--- config.mk ---
export PLATFORM = sky130hd
export DESIGN_NAME = cond_logic
export DESIGN_NICKNAME = d
export VERILOG_FILES = /design/src/rtl/cond_logic.sv
export SDC_FILE = /design/constraint.sdc
export NUM_CORES = 1
export LEC_CHECK = 0
export ABC_AREA = 1
export CAP_MARGIN = 10
export CORE_MARGIN = 5
export CORE_UTILIZATION = 45
export DETAILED_ROUTE_END_ITERATION = 10
export HOLD_SLACK_MARGIN = 0.08
export PLACE_DENSITY = 0.76
export SYNTH_ARGS = -nofsm -noshare
export SYNTH_HDL_FRONTEND = slang
export SYNTH_SLANG_ARGS = --single-unit
--- constraint.sdc ---
create_clock -name clk -period 2.7 [get_ports clk]
set_clock_uncertainty 0.2 [all_clocks]
set_input_delay 0.54 -clock clk [delete_from_list [all_inputs] [get_ports clk]]
set_output_delay 0.54 -clock clk [all_outputs]
set_load 0.01 [all_outputs]
--- src/rtl/cond_logic.sv ---
// Conditional-execution unit: evaluates the condition field against the registered
// NZCV flags, gates the decoder write enables and counts squashed instructions.
module cond_logic (
  input  logic        clk,
  input  logic        reset,
  input  logic [3:0]  cond,
  input  logic [3:0]  aluFlags,
  input  logic [1:0]  flagW,
  input  logic        pcs,
  input  logic        regW,
  input  logic        memW,
  input  logic        noWrite,
  input  logic        valid,
  input  logic        stall,
  input  logic        clrCount,
  output logic        pcSrc,
  output logic        regWrite,
  output logic        memWrite,
  output logic        condEx,
  output logic [3:0]  flags,
  output logic [15:0] skipCount
);

  logic n, z, c, v;
  logic go;
  logic skip;

  assign {n, z, c, v} = flags;

  always_comb begin
    condEx = 1'b0;
    case (cond)
      4'b0000: condEx = z;
      4'b0001: condEx = ~z;
      4'b0010: condEx = c;
      4'b0011: condEx = ~c;
      4'b0100: condEx = n;
      4'b0101: condEx = ~n;
      4'b0110: condEx = v;
      4'b0111: condEx = ~v;
      4'b1000: condEx = c & ~z;
      4'b1001: condEx = ~c | z;
      4'b1010: condEx = (n == v);
      4'b1011: condEx = (n != v);
      4'b1100: condEx = ~z & (n == v);
      4'b1101: condEx = z | (n != v);
      4'b1110: condEx = 1'b1;
      default: condEx = 1'b0;
    endcase
  end

  assign go   = valid & ~stall & condEx;
  assign skip = valid & ~stall & ~condEx;

  assign pcSrc    = pcs & go;
  assign regWrite = regW & go & ~noWrite;
  assign memWrite = memW & go;

  // Each flag half is written independently; unselected halves hold.
  always_ff @(posedge clk or negedge reset) begin
    if (!reset) begin
      flags <= '0;
    end else if (go) begin
      if (flagW[1]) flags[3:2] <= aluFlags[3:2];
      if (flagW[0]) flags[1:0] <= aluFlags[1:0];
    end
  end

  // Clear has priority over stall and increment; count saturates at all-ones.
  always_ff @(posedge clk or negedge reset) begin
    if (!reset) begin
      skipCount <= '0;
    end else if (clrCount) begin
      skipCount <= '0;
    end else if (skip && (skipCount != '1)) begin
      skipCount <= skipCount + 16'd1;
    end
  end

endmodule

## Yosys cells after proc, flatten, opt, wreduce, memory -nomap -nowiden

Cells that the tools add are included.

- $add $sub $neg: 1
- $mul: 0
- Divide/modulo/power cells: 0
- $lt $le $gt $ge: 0
- Eq/ne operators: 17
- Shifts and indexed selects: 0
- Muxes and demuxes: 3
- Bitwise operators: 18
- Reductions and logical operators: 5

Operators with widths:

| cell | count |
|---|---|
| $mux 16 | 2 |
| $eq 4x4->1 const B | 7 |
| $add 16x1->16 const B | 1 |
| $eq 4x3->1 const B | 4 |
| $ne 16x16->1 const B | 1 |
| $pmux 1 s15 | 1 |
| $and 1x1->1 | 9 |
| $eq 4x2->1 const B | 2 |
| $not 1->1 | 7 |
| $eq 4x1->1 const B | 1 |
| $logic_not 4->1 | 1 |
| $reduce_and 2->1 | 2 |
| $or 1x1->1 | 2 |
| $reduce_bool 2->1 | 1 |
| $eq 1x1->1 | 1 |
| $logic_and 1x1->1 | 1 |
| $ne 1x1->1 | 1 |

- Bits in registers: 20
- Latch bits: 0
- Memory bits (writable): 0
- Memory bits (read-only): 0
- Input port bits: 19
- Word-level logic and storage cells: 47
- Memories: 0

## Depth between registers and ports, before layout

- Word-level depth: 8
- Depth in mapped cells: 13

## Worst setup path before layout

No wires, ideal clock.

- Path type: input port to output port
- From: input port cond[2]
- To: output port regWrite
- Data arrival time: 1.605 ns
- Required time: 1.960 ns
- Setup slack: 0.355 ns
- Stages: 8
- Buffers on the path: 0
- Cells stage by stage: inv_1 > nor2_1 > nand2_1 > a21oi_1 > nor2_4 > nand2_4 > nand2_1 > nor3b_1

- Word-level cells in the longest chain between the ends: 5
- Elaborated cells on any way between the ends: 19
- Those cells by class: 14 x eq/ne; 1 x mux; 3 x bitwise; 1 x reduce/logical

RTL lines:

| item | line | source |
|---|---|---|
| start, declared | 6 | `input logic [3:0] cond,` |
| $eq 4x4->1, or another cell as far along | 32 | `case (cond)` |
| $pmux 1 s15 * | 32 |  |
| net condEx | 19 | `output logic condEx,` |
| $and 1x1->1 * | 52 | `assign go = valid & ~stall & condEx;` |
| $and 1x1->1 * (2 in series) | 56 | `assign regWrite = regW & go & ~noWrite;` |
| end, declared | 17 | `output logic regWrite,` |

Mark *: on every way through the listed nets, which the timed path passes. The rest lies on a longest branch.

## Worst setup path in the final report

- From: input port cond[3]
- To: output port memWrite

- Word-level cells in the longest chain between the ends: 4
- Elaborated cells on any way between the ends: 18
- Those cells by class: 14 x eq/ne; 1 x mux; 2 x bitwise; 1 x reduce/logical

RTL lines:

| item | line | source |
|---|---|---|
| $eq 4x4->1, or another cell as far along | 32 |  |
| $pmux 1 s15 * | 32 |  |
| $and 1x1->1 * | 52 |  |
| $and 1x1->1 * | 57 | `assign memWrite = memW & go;` |
| end, declared | 18 | `output logic memWrite,` |

Every way passes the cells marked *; elsewhere a longest branch is shown, timed or not.

==> flow_summary.json <==
{
  "hold_class": "input pin to asynchronous set/reset pin",
  "root_buffer": "clkbuf_4",
  "path_clk_slew_ps": 120,
  "place.gp.congestion": 0.811,
  "ys_types": 25,
  "critical_path_class": "input pin to output pin",
  "path_max_fanout": 5,
  "antenna_found_initial": 0,
  "cts_tree": "done",
  "hold_violations": 0,
  "n_antenna_cell": 0,
  "fin_cells": 322,
  "multi_input_area_um2": 878,
  "grtUsageTotal_pct": 18.2,
  "synthMostInstantiatedCell": "nand2_1",
  "areaGrowthSynthToFinish_pct": 36.4,
  "wl_per_cell_um": 12.3,
  "min_period_over_period_pct": 97.2,
  "r2r_end": "skipCount[7]",
  "wl_mm": 3.97,
  "dp_slack_ps": -588,
  "crit_path_end": "memWrite",
  "regArea_um2": 500,
  "place.detailed.hpwl_mm": 2.88,
  "netlist_area_um2": 1530,
  "slew_headroom_pct": 76.9,
  "r2r-start": "skipCount[0]",
  "yosysSeqAreaShare_pct": 32.7,
  "yosysWarnings": 0,
  "fp-row-count": 21,
  "synth.avg_cell_area_um2": 6.87,
  "numClockSinks": 20,
  "die_area_um2": 4670,
  "synth_ff_type": "dfrtp_1",
  "r2r_slack_ps": 700,
  "syn_nets": 243,
  "tightest_slew_ps": 346,
  "cts_buffers": 3,
  "drtIter0Drc": 79,
  "drc": 0,
  "synth_commonest_cells": "65 x nand2_1, 36 x nand3_1, 30 x inv_1",
  "setup_violations": 0,
  "yosysTopAreaCellShare_pct": 32.7,
  "synth_cells": 223,
  "power_density_nw_per_um2": 450,
  "grt_max_degree": 32,
  "final_nets": 297,
  "synth_enable_flop_cells": 0,
  "grt_pass1_wl_mm": 6.49,
  "fp.coreArea_um2": 3310,
  "crit_required_ps": 1960,
  "cp-end-kind": "output pin",
  "post_cts_buffers": 0,
  "nFillCells": 316,
  "cp-startpoint": "cond[3]",
  "clock_path_buffers": 2,
  "port-buffer-count": 42,
  "fin_ws_ps": 76.0,
  "post-place-cells": 318,
  "via_per_inst": 4.96,
  "p_leak_nw": 1.05,
  "clk_latency_ps": 310,
  "yosysTopAreaCell": "dfrtp_1",
  "fp.dieH_um": 68.3,
  "drtPass1Iterations": 4,
  "status": "complete, no violations",
  "async_reset_ff_share_pct": 100,
  "cts_hold_buf": 0,
  "timing.final.max_slew_violations": 0,
  "ys_ff_latch": 20,
  "max_freq_mhz": 381,
  "vias": 1597,
  "antenna_left": 0,
  "h-tree-depth": 1,
  "die_x_um": 68.3,
  "ios": 43,
  "ir_drop_uv": 212,
  "critPathArrivalTime_ps": 1880,
  "grt_pass1_vias": 1509,
  "reg2regPathDepth": 11,
  "cap_violations": 0,
  "finalCriticalPeriod_ps": 2620,
  "overflow": 0,
  "start_util_pct": 46.3,
  "start_kind": "input pin",
  "drive_above_1_share_pct": 15.6,
  "yosys-top-cells-area": "dfrtp_1 33%, nand2_1 16%, nand3_1 12%, inv_1 7.4%, nand3_2 6.5%"
}
==> report_power, final <==
group          leakage, nW  internal, mW  switching, mW
clock network       0.0210        0.0824          0.105
logic                0.758         0.186          0.195
registers            0.273         0.329         0.0413
total                 1.05         0.598          0.341
==> through the flow <==
stage	setup TNS [ps]	cell area (um2)	utilization [%]	total power, mW	hold WS [ps]
CTS	0	2090	63.1	0.936	352
floorplan	0	1530	-	0.562	44.4
finish	0	2090	63.1	0.939	345
detailed placement	-2020	2060	62.2	0.763	321
global placement	-1940	2060	62.2	0.759	328
global route	-40.0	2090	63.1	0.997	374
==> critical path: stages <==
cell and delay (ps):
clkdlybuf4s15_1 280, nand2_2 140, inv_1 60, nand2_1 90, nand2_1 60, nand2_1 60
nand2_1 80, nor2_4 140, nand2_4 50, nand2_2 70, nor2_1 40, dlygate4sd2_1 270
==> what timing repair did <==
action	4_1_cts	5_1_grt
resized for setup	13	8
setup endpoints to repair	4	4
pin swaps	1	2
==> kinds of logic (layout without fill, tap and decap cells) <==
group / after synthesis / in the layout / synth area share, %
AO/OA/AOI/OAI: 8 / 8 / 2.86
XOR/XNOR: 7 / 7 / 4.00
adder cells (fa/ha/maj): 1 / 1 / 0.817
buffers and inverters: 35 / 88 / 10.7
flip-flops: 20 / 20 / 32.7
AND/OR/NAND/NOR: 152 / 152 / 48.9
==> state kept, by name, indices dropped and copies added (netlist names) <==
| name | flops |
|---|---|
| flags | 4 |
| skipCount | 16 |
==> worst min path at each step <==
stage	slack [ps]	start	cells past startpoint	to
3_3_place_gp	330	flags[1]	2	flags[1]
2_1_floorplan	40	reset	0	flags[0]
6_report	350	reset	2	skipCount[5]
4_1_cts	350	flags[1]	2	flags[1]
5_1_grt	370	reset	2	skipCount[5]
3_5_place_dp	320	flags[1]	2	flags[1]
==> area by class of cell <==
cell class	count	area share [%]
Clock buffer	4	1.74
Inverter	30	5.39
Tap cell	46	2.76
Multi-Input combinational cell	168	42.1
Sequential cell	20	24.0
Timing Repair Buffer	54	24.1
==> cell usage in the layout, fill, tap and decap left out, types with 4 or more instances in the layout <==
cell             count
buf_4               11
dlygate4sd2_1        4
nor2_1              22
nand3_1             36
dfrtp_1             20
nand2_1             63
inv_1               29
clkdlybuf4s50_1     34
nand3_2             10
xor2_1               4
nand4_1              6
==> layer usage <==
metal	vias up	share of wire, %	global-route usage [%]
li1	814	-	-
met1	743	45	22.5
met2	34	50	31.6
met3	6	3.5	4.27
met4	0	0.96	4.22
met5	-	0	0
No activity file was read; power rests on OpenSTA's default activity.
